[config.mk]
export PLATFORM = sky130hd
export DESIGN_NAME = ssd1306_spi4_tx
export DESIGN_NICKNAME = d
export VERILOG_FILES = /design/src/rtl/ssd1306_spi4_tx.sv
export SDC_FILE = /design/constraint.sdc
export NUM_CORES = 1
export LEC_CHECK = 0
export CAP_MARGIN = 25
export CELL_PAD_IN_SITES_DETAIL_PLACEMENT = 0
export CELL_PAD_IN_SITES_GLOBAL_PLACEMENT = 1
export CORE_MARGIN = 1.5
export CORE_UTILIZATION = 40
export CTS_CLUSTER_DIAMETER = 60
export DETAILED_ROUTE_END_ITERATION = 6
export PLACE_DENSITY_LB_ADDON = 0.08
export SLEW_MARGIN = 20
export SYNTH_ARGS = -nofsm -noshare
export SYNTH_HDL_FRONTEND = slang
export SYNTH_SLANG_ARGS = --single-unit
[constraint.sdc]
create_clock -name clk -period 2.1 [get_ports clk]
set_input_delay 0.42 -clock clk [delete_from_list [all_inputs] [get_ports clk]]
set_output_delay 0.42 -clock clk [all_outputs]
set_load 0.05 [all_outputs]
[src/rtl/ssd1306_spi4_tx.sv]
// SSD1306 4-wire SPI byte transmitter (mode 0, MSB first, CS held across bursts).
// Ports: clk/rst (sync, active-high); tx_valid/tx_ready/tx_data/tx_dc/tx_last
// byte handshake; end_i releases a held CS; busy; cs_o/sck_o/sdo_o/dc_o pins.
module ssd1306_spi4_tx #(
    parameter int CLK_DIV = 2
) (
    input  logic       clk,
    input  logic       rst,
    input  logic       tx_valid,
    output logic       tx_ready,
    input  logic [7:0] tx_data,
    input  logic       tx_dc,
    input  logic       tx_last,
    input  logic       end_i,
    output logic       busy,
    output logic       cs_o,
    output logic       sck_o,
    output logic       sdo_o,
    output logic       dc_o
);

    typedef enum logic [2:0] {
        IDLE,
        LEAD,
        HIGH,
        LOW,
        TRAIL,
        HOLD,
        GAP
    } state_t;

    localparam logic [7:0] RELOAD = 8'(CLK_DIV - 1);

    state_t     state;
    logic [7:0] cnt;
    logic [7:0] shreg;
    logic [2:0] nbit;
    logic       last_q;
    logic       accept;
    logic       cnt_done;

    // tx_ready is only ever high in IDLE and HOLD, so this is the accept point
    assign accept   = tx_valid && tx_ready;
    assign cnt_done = (cnt == 8'd0);

    always_ff @(posedge clk) begin
        if (rst) begin
            state    <= IDLE;
            cnt      <= 8'd0;
            shreg    <= 8'd0;
            nbit     <= 3'd0;
            last_q   <= 1'b0;
            tx_ready <= 1'b1;
            busy     <= 1'b0;
            cs_o     <= 1'b1;
            sck_o    <= 1'b0;
            sdo_o    <= 1'b0;
            dc_o     <= 1'b0;
        end else if (accept) begin
            // same path from IDLE and HOLD; CS simply stays low from HOLD
            state    <= LEAD;
            cnt      <= RELOAD;
            shreg    <= tx_data;
            nbit     <= 3'd0;
            last_q   <= tx_last;
            tx_ready <= 1'b0;
            busy     <= 1'b1;
            cs_o     <= 1'b0;
            sck_o    <= 1'b0;
            sdo_o    <= tx_data[7];
            dc_o     <= tx_dc;
        end else begin
            unique case (state)
                IDLE: begin
                    cnt <= 8'd0;
                end
                LEAD: begin
                    if (cnt_done) begin
                        state <= HIGH;
                        cnt   <= RELOAD;
                        sck_o <= 1'b1;
                    end else begin
                        cnt <= cnt - 8'd1;
                    end
                end
                HIGH: begin
                    if (cnt_done) begin
                        cnt   <= RELOAD;
                        sck_o <= 1'b0;
                        if (nbit == 3'd7) begin
                            state <= TRAIL;
                        end else begin
                            // next bit goes out on the falling edge
                            state <= LOW;
                            shreg <= {shreg[6:0], 1'b0};
                            sdo_o <= shreg[6];
                            nbit  <= nbit + 3'd1;
                        end
                    end else begin
                        cnt <= cnt - 8'd1;
                    end
                end
                LOW: begin
                    if (cnt_done) begin
                        state <= HIGH;
                        cnt   <= RELOAD;
                        sck_o <= 1'b1;
                    end else begin
                        cnt <= cnt - 8'd1;
                    end
                end
                TRAIL: begin
                    if (cnt_done) begin
                        cnt <= RELOAD;
                        if (last_q) begin
                            state <= GAP;
                            cs_o  <= 1'b1;
                        end else begin
                            state    <= HOLD;
                            tx_ready <= 1'b1;
                        end
                    end else begin
                        cnt <= cnt - 8'd1;
                    end
                end
                HOLD: begin
                    if (end_i) begin
                        state    <= GAP;
                        cnt      <= RELOAD;
                        cs_o     <= 1'b1;
                        tx_ready <= 1'b0;
                    end
                end
                GAP: begin
                    // guarantees a minimum CS-high time between frames
                    if (cnt_done) begin
                        state    <= IDLE;
                        tx_ready <= 1'b1;
                        busy     <= 1'b0;
                    end else begin
                        cnt <= cnt - 8'd1;
                    end
                end
                default: begin
                    state    <= IDLE;
                    tx_ready <= 1'b1;
                    busy     <= 1'b0;
                    cs_o     <= 1'b1;
                    sck_o    <= 1'b0;
                end
            endcase
        end
    end

endmodule

* Word-level counts from Yosys, hierarchy flattened
Index checks and enable logic that the tools add are counted.
Storage, ports and cells: flip-flop bits (word level) 28, word-level logic and storage cells 105
Operators by class: $add $sub $neg 2, equal/unequal tests 26, multiplexer cells 37, bitwise logic cells 3, reductions and logical operators 24
Operators by type and width (number):
- $pmux W8 S4 | 1
- $mux W7 | 4
- $mux W8 | 3
- $ne A3 B3 Y1 const B | 7
- $mux W3 | 6
- $pmux W3 S6 | 1
- $mux W1 | 17
- $reduce_and A3 Y1 | 5
- $ne A2 B2 Y1 const B | 7
- $eq A3 B3 Y1 const B | 4
- $reduce_and A6 Y1 | 2
- $reduce_or A4 Y1 | 3
- $logic_not A8 Y1 | 1
- $ne A2 B1 Y1 const B | 4
- $sub A8 B1 Y8 const B | 1
- $eq A3 B2 Y1 const B | 2
- $pmux W1 S3 | 2
- $reduce_or A6 Y1 | 1
- $reduce_and A5 Y1 | 1
- $reduce_bool A5 Y1 | 1
- $reduce_or A5 Y1 | 1
- $pmux W1 S4 | 1
- $reduce_and A4 Y1 | 1
- $reduce_bool A2 Y1 | 2
- other kinds (11) | 14

* Depth between registers and ports, before layout
Gate-level depths: netlist of run 1.
word-level depth 5, mapped depth 7, mapped depth without buffers 6

* Least setup slack after synthesis of run 1
No wires, ideal clock.
path type register to register, start point reg cnt[0], end point reg cnt[0], data arrival time 1599 ps, data required time 1963 ps, path slack 364 ps, cell stages (with the launch flop) 8, buffers on the path 1, period minus slack after synthesis 1736 ps, cell sequence dfxtp_1 -> inv_1 -> ha_1 -> or3b_2 -> nor3_4 -> buf_6 -> a311o_1 -> a31oi_1
On the way: longest elaborated chain between the ends 4, elaborated cells between the ends (all ways) 8, classes of those cells add/sub (1); eq/ne (1); mux (4); reduce/logical (2)
RTL lines:
- start, declared | RTL line 35 | logic [7:0] cnt;
- start signal, assigned | RTL line 83 | cnt <= cnt - 8'd1;
- start signal, assigned | RTL line 100 | cnt <= cnt - 8'd1;
- start signal, assigned | RTL line 109 | cnt <= cnt - 8'd1;
- $sub A8 B1 Y8 or $logic_not A8 Y1 (tied branches)
- $mux W8 (on tied branches)
- $pmux W8 S4 | RTL line 73 | unique case (state)
- $mux W1 | RTL line 59 | end else if (accept) begin
Several ways; a longest one is shown, not always the timed one. The select of a mux whose other input is x is not followed. A chain may end at the register's enable or synchronous reset.

* Worst setup path after layout of run 1
start point reg tx_ready, end point out tx_ready
RTL lines:
- start, declared | RTL line 10 | output logic tx_ready,
- start signal, assigned | RTL line 53 | tx_ready <= 1'b1;
- start signal, assigned | RTL line 66 | tx_ready <= 1'b0;
- start signal, assigned | RTL line 120 | tx_ready <= 1'b1;
No word-level cell between the ends.

==> metrics.cfg, run 1 <==
[status]
status = finished, final reports clean

[die]
rows = 21
die_h_um = 63.8
ios = 20
fp.dieW_um = 63.8
dieArea_sq_mm = 0.00407
core_area_sq_mm = 0.00344
start_util_pct = 42.9

[critical_path]
crit_path_start = tx_ready
cp.arrival_ns = 1.49
r2r_slack_ns = 0.19
worstPathRequired_ns = 1.68
worst_path_max_delay_cell = clkdlybuf4s50_1
start_kind = flop
crit_path_max_incr_delay_ns = 0.83
worstSetupPathType = flop to output pin
critPathMaxFanout = 4
rr_startpoint = cnt[0]
path_buf_inv = 1
cp_cell_sequence = clkdlybuf4s50_1
setup.worst_path.end_class = output pin
cp_top_family = buffers and inverters

[clocking]
cts_num_sinks = 28
cts_resized = 0
cts_buffers = 3
clk_pin_slew_ns = 0.09
cts_hold_buf = 0
clockBufferDepth = 2
clockRootBuffer = clkbuf_8
clkLatencyLatePin_ns = 0.27
cts_setup_buffers = 0
h-tree-depth = 1
cts_tree = built

[synthesis]
synth_common_cells = dfxtp_1, a21oi_1, nor2_1
ys_warn_count = 0
ys_top_cells_by_area = dfxtp_1, mux2i_1, a21oi_1
syn_nets = 192
synth_top_area_share_pct = 37.9
ys.flop_type = dfxtp_1
async_flop_share_pct = 0
syn_area_sq_mm = 0.00148
ys_seq_elements = 28
yosys.area.top_type = dfxtp_1
ys_types = 42
ys_seq_area_share_pct = 37.9
avgSynthCellArea_sq_um = 8.44
synth_edf_count = 0
synth_most_common_cell = dfxtp_1
synthCells = 175

[power]
leakagePower_nw = 0.772
vdd_ir_drop_max_mv = 0.369
power_w = 0.00123
power_density_mw_per_mm2 = 678

[global_routing]
grt_pass1_wl_mm = 5.69
grt_pass1_vias = 1224
grt_max_degree = 21
antenna_found_initial = 0
grt_use_total_pct = 17.3
grt.overflow.total = 0

[sta]
drv_slew = 0
setup_tns_ns = 0
fmax_ghz = 0.522
fin_crit_sh_pct = 91.2
min_period_ns = 1.91
rsz0062_at_grt = no
fin_ws_ns = 0.186
slew_headroom_pct = 66.5
skew_ns = 0.00313
worst_pin_slew_ns = 0.501
hold_viol = 0
setup_viol = 0

[final_layout]
flow.area_growth_from_synthesis_pct = 22.5
drive_gt1_share_pct = 12.6
nNetsFinal = 218
utilization_pct = 52.6
final-seq-area_sq_um = 561
diodes = 0
fill_cells = 342
multi_input_area_sq_um = 837

[min_path]
min_path_type = flop to flop
hold_start = shreg[0]

[placement]
gp_routability_congestion = 0.787
dp.final_hpwl_mm = 2.46
portBuffers = 19
pre_cts_ws_ns = 0.104

[routing]
first_pass_iters = 4
wl_per_cell_um = 13.5
first_iter_violations = 75
route.detailed.drc = 0
ant_nets = 0
finalWirelength_mm = 3.30
vias = 1368
vias_per_cell = 5.58

[flow_run]
cap_violations = 0

per-layer routing:
metal  global-route usage, %  vias to the layer above  wire length [um]
met5                       0                        -                 0
met4                    3.26                        0                27
met3                    3.87                        5               146
met2                    28.3                       36              1510
met1                    23.6                      638              1620
li1                        -                      689                 -
stage by stage:
stage / cells / instance area [sq um] / hold slack, ns
finish: 245 / 1810 / 0.473
global route: 245 / 1810 / 0.493
CTS: 245 / 1810 / 0.475
detailed placement: 242 / 1770 / 0.458
global placement: 242 / 1770 / 0.445
floorplan: 175 / 1480 / 0.447
layout make-up:
cell class | count | share of cell area, %
Tap cell | 46 | 3.18
Sequential cell | 28 | 31.0
Inverter | 5 | 1.04
Multi-Input combinational cell | 130 | 46.2
Clock buffer | 3 | 2.28
Timing Repair Buffer | 33 | 16.3
cell families (layout without fill, tap and decap cells):
| kind of cell | after synthesis | count (layout) | synth area share, % |
|---|---|---|---|
| flops | 28 | 28 | 37.9 |
| simple gates | 61 | 61 | 22.4 |
| fa+ha+maj | 3 | 3 | 2.54 |
| compound gates | 56 | 56 | 25.1 |
| buf+inv | 17 | 41 | 5.42 |
| mux | 9 | 9 | 6.10 |
| xor+xnor | 1 | 1 | 0.593 |
cell usage in the layout, fill, tap and decap left out, drive strengths merged, types with 3 or more instances in the layout:
master	synthesis	layout
a211oi	8	8
a21oi	16	16
buf	3	14
clkbuf	9	3
clkdlybuf4s50	0	19
dfxtp	28	28
ha	3	3
inv	5	5
mux2i	9	9
nand2	14	14
nand2b	5	5
nand3	3	3
nor2	16	16
nor2b	3	3
nor3	3	3
o21ai	10	10
o31ai	6	6
or3	5	5
or4	6	6
power breakdown:
part	switching, W	internal (W)	leakage (nW)	total, W
clock network	0.000160	0.000129	0.0216	0.000289
logic	0.000181	0.000157	0.520	0.000338
registers	0.0000330	0.000567	0.230	0.000600
total	0.000374	0.000853	0.772	0.00123
worst paths after layout:
path / end / cells after the start
worst max-delay path: tx_ready / 1
worst min-delay path: shreg[0] / 2
worst max register to register: sck_o / 6
worst min register to register: shreg[0] / 2
sequential cells by signal, indices dropped and copies added, names as in the netlist:
name,count
sdo_o,1
cs_o,1
cnt,8
last_q,1
tx_ready,1
busy,1
sck_o,1
dc_o,1
state,3
nbit,3
shreg,7
No activity file was read; power rests on OpenSTA's default activity.
==> run 2: changes to the inputs <==
--- a/config.mk
+++ b/config.mk
@@ -17,3 +17,4 @@
 export SYNTH_ARGS = -nofsm -noshare
 export SYNTH_HDL_FRONTEND = slang
 export SYNTH_SLANG_ARGS = --single-unit
+export TNS_END_PERCENT = 5
==> results of run 2 <==
No change in the layout: final DEF, timing and power equal those of run 1.
==> run 3: changes to the inputs <==
--- a/config.mk
+++ b/config.mk
@@ -5,13 +5,15 @@
 export SDC_FILE = /design/constraint.sdc
 export NUM_CORES = 1
 export LEC_CHECK = 0
+export ABC_AREA = 1
 export CAP_MARGIN = 25
 export CELL_PAD_IN_SITES_DETAIL_PLACEMENT = 0
 export CELL_PAD_IN_SITES_GLOBAL_PLACEMENT = 1
 export CORE_MARGIN = 1.5
-export CORE_UTILIZATION = 40
+export CORE_UTILIZATION = 39
 export CTS_CLUSTER_DIAMETER = 60
 export DETAILED_ROUTE_END_ITERATION = 6
+export MAX_ROUTING_LAYER = met4
 export PLACE_DENSITY_LB_ADDON = 0.08
 export SLEW_MARGIN = 20
 export SYNTH_ARGS = -nofsm -noshare
==> run 3 against run 2 <==
Clock skew decreased by 0.0010 ns. Die area grew 2.9%. Clock power about the same. Wire length fell by 4.2%. Cell count rose by 11%.
==> metrics.cfg, run 3 <==
[clocking]
cts_tree = built  ; unchanged
cts_setup_buffers = 0  ; unchanged
cts_buffers = 3  ; unchanged
cts_resized = 0  ; unchanged
cts_num_sinks = 28  ; unchanged
h-tree-depth = 1  ; unchanged
clk_pin_slew_ns = 0.09  ; about the same
clockRootBuffer = clkbuf_8  ; unchanged
clkLatencyLatePin_ns = 0.27  ; about the same
clockBufferDepth = 2  ; unchanged
cts_hold_buf = 0  ; unchanged

[die]
core_area_sq_mm = 0.00366  ; was 0.00344 sq mm
fp.dieW_um = 64.7  ; was 63.8 um
rows = 22  ; was 21
ios = 20  ; unchanged
start_util_pct = 40.6  ; was 42.9%
dieArea_sq_mm = 0.00419  ; was 0.00407 sq mm
die_h_um = 64.7  ; was 63.8 um

[synthesis]
synth_edf_count = 0  ; unchanged
synth_xor_area_share_pct = 3.54  ; was 0.593%
ys_seq_area_share_pct = 37.7  ; was 37.9%
synth_top_family_by_area = simple AND/OR/NAND/NOR gates  ; was compound AO/OA/AOI/OAI gates
synth_common_cells = nand2_1, nor2_1, dfxtp_1  ; was dfxtp_1, a21oi_1, nor2_1
ys.flop_type = dfxtp_1  ; unchanged
synthCells = 205  ; was 175
synthSimpleGateAreaFrac_pct = 32.6  ; was 22.4%
synth-compound-area-share_pct = 15.8  ; was 25.1%
yosys.area.top_type = dfxtp_1  ; unchanged
synth_top_area_share_pct = 37.7  ; was 37.9%
async_flop_share_pct = 0  ; unchanged
ys_top_cells_by_area = dfxtp_1, nand2_1, nor2_1  ; was dfxtp_1, mux2i_1, a21oi_1
ys_seq_elements = 28  ; unchanged
muxShareOfSynthArea_pct = 0  ; was 6.10%
synth_most_common_cell = nand2_1  ; was dfxtp_1
avgSynthCellArea_sq_um = 7.24  ; was 8.44 sq um
syn_area_sq_mm = 0.00149  ; was 0.00148 sq mm
ys_types = 29  ; was 42
syn_nets = 222  ; was 192
synthAdderAreaFrac_pct = 2.53  ; was 2.54%
ys_warn_count = 0  ; unchanged

[power]
power_w = 0.00121  ; was 0.00123 W
power_density_mw_per_mm2 = 691  ; was 678 mW/mm^2
vdd_ir_drop_max_mv = 0.534  ; was 0.369 mV
leakagePower_nw = 0.784  ; was 0.772 nW

[global_routing]
grt_use_total_pct = 16.5  ; was 17.3%
antenna_found_initial = 0  ; unchanged
use_met3_pct = 3.82  ; was 3.87%
grt_pass1_wl_mm = 5.42  ; was 5.69 mm
grt_pass1_vias = 1322  ; was 1224
met1_usage_pct = 19.4  ; was 23.6%
use_met2_pct = 29.4  ; was 28.3%
grt.overflow.total = 0  ; unchanged
busiest_layer = met2  ; unchanged
grt_max_degree = 20  ; was 21

[final_layout]
layout_commonest_cell = nand2_1  ; was dfxtp_1
diodes = 0  ; unchanged
flow.area_growth_from_synthesis_pct = 17.7  ; was 22.5%
drive_gt1_share_pct = 9.87  ; was 12.6%
utilization_pct = 47.7  ; was 52.6%
reg.largest.list = cnt x8, shreg x7  ; unchanged
largest_reg_flops = 8  ; unchanged
final_cell_mix = nand2_1, nor2_1, dfxtp_1  ; was dfxtp_1, clkdlybuf4s50_1, a21oi_1
nNetsFinal = 242  ; was 218
regMostFlops = cnt  ; unchanged

[sta]
setup_tns_ns = 0  ; unchanged
slew_headroom_pct = 66.5  ; about the same
min_period_ns = 1.89  ; was 1.91 ns
worst_pin_slew_ns = 0.501  ; about the same
fmax_ghz = 0.530  ; was 0.522 GHz
setup_viol = 0  ; unchanged
hold_slack_ns = 0.467  ; was 0.473 ns
rsz0062_at_grt = no  ; unchanged
skew_ns = 0.00209  ; was 0.00313 ns
fin_crit_sh_pct = 89.9  ; was 91.2%
drv_slew = 0  ; unchanged
hold_viol = 0  ; unchanged

[routing]
first_pass_iters = 4  ; unchanged
vias = 1342  ; was 1368
first_iter_violations = 74  ; was 75
finalWirelength_mm = 3.16  ; was 3.30 mm
route.detailed.drc = 0  ; unchanged
wl_per_cell_um = 11.7  ; was 13.5 um
ant_nets = 0  ; unchanged
vias_per_cell = 4.95  ; was 5.58

[critical_path]
worst_path_max_delay_cell = clkdlybuf4s50_1  ; unchanged
critPathMaxFanout = 3  ; was 4
path_buf_inv = 1  ; unchanged
worstReg2RegEnd = cnt[7]  ; was sck_o
crit_cells = 1  ; unchanged
cp_cell_sequence = clkdlybuf4s50_1  ; unchanged
worstPathRequired_ns = 1.68  ; about the same
start_kind = flop  ; unchanged
r2r_slack_ns = 0.46  ; was 0.19 ns
cp.arrival_ns = 1.47  ; was 1.49 ns
endpoint = tx_ready  ; unchanged
crit_path_start = tx_ready  ; unchanged
rr_startpoint = cnt[0]  ; unchanged
worstSetupPathType = flop to output pin  ; unchanged
setup.worst_path.end_class = output pin  ; unchanged
cp_top_family = buffers and inverters  ; unchanged
crit_path_max_incr_delay_ns = 0.82  ; was 0.83 ns
reg2regPathDepth = 10  ; was 6

[status]
status = finished, final reports clean  ; unchanged

[placement]
gp_routability_congestion = 0.907  ; was 0.787
portBuffers = 19  ; unchanged
dp.final_hpwl_mm = 2.35  ; was 2.46 mm

[min_path]
min_path_type = flop to flop  ; unchanged

[flow_run]
cap_violations = 0  ; unchanged

## run 3: changes by cell type after synthesis, moves of 8 or more
| cell | before | now |
|---|---|---|
| inv_1 | 5 | 14 |
| mux2i_1 | 9 | 0 |
| nand2_1 | 14 | 41 |
| nand3_1 | 3 | 11 |
| nor2_1 | 15 | 36 |
## run 3: power breakdown
part           leakage, nW  total, W  internal, W  switching [W]
clock               0.0216  0.000290     0.000129       0.000162
sequential           0.229  0.000591     0.000567      0.0000233
combinational        0.533  0.000327     0.000132       0.000195
## run 3: per-layer routing
| layer | vias up | wire (um) |
|---|---|---|
| met2 | 26 | 1490 |
| met4 | 0 | 19 |
| met3 | 2 | 136 |
| met5 | - | 0 |
| met1 | 610 | 1510 |
| li1 | 704 | - |
## run 3: logic make-up (layout without fill, tap and decap cells)
family / Yosys count / count (layout)
compound gates: 39 / 39
xor+xnor: 6 / 6
fa+ha+maj: 3 / 3
buf+inv: 24 / 42
flops: 28 / 28
simple gates: 105 / 105
## run 3: worst min path at each step
| stage | startpoint | endpoint | cells past startpoint |
|---|---|---|---|
| 2_1_floorplan | shreg[1] | shreg[1] | 1 |
| 3_3_place_gp | shreg[6] | shreg[6] | 1 |
| 3_5_place_dp | shreg[3] | shreg[3] | 1 |
| 4_1_cts | busy | busy | 2 |
| 5_1_grt | shreg[3] | shreg[3] | 1 |
| 6_report | busy | busy | 2 |
## run 3: stage by stage
step	cell area (sq um)	std cells	setup WS, ns
after global routing	1750	271	0.139
after CTS	1750	271	0.204
after floorplan	1490	205	0.589
after global placement	1710	268	0.382
final	1750	271	0.213
after detailed placement	1710	268	0.287
## run 3: final cells by class
| class | count | area (sq um) |
|---|---|---|
| fillers | 374 | 1910 |
| multi-input cells | 153 | 810 |
| flip-flops and latches | 28 | 561 |
| repair buffers | 22 | 213 |
| inverters | 17 | 63.8 |
| well taps | 48 | 60.1 |
| clock buffers | 3 | 41.3 |
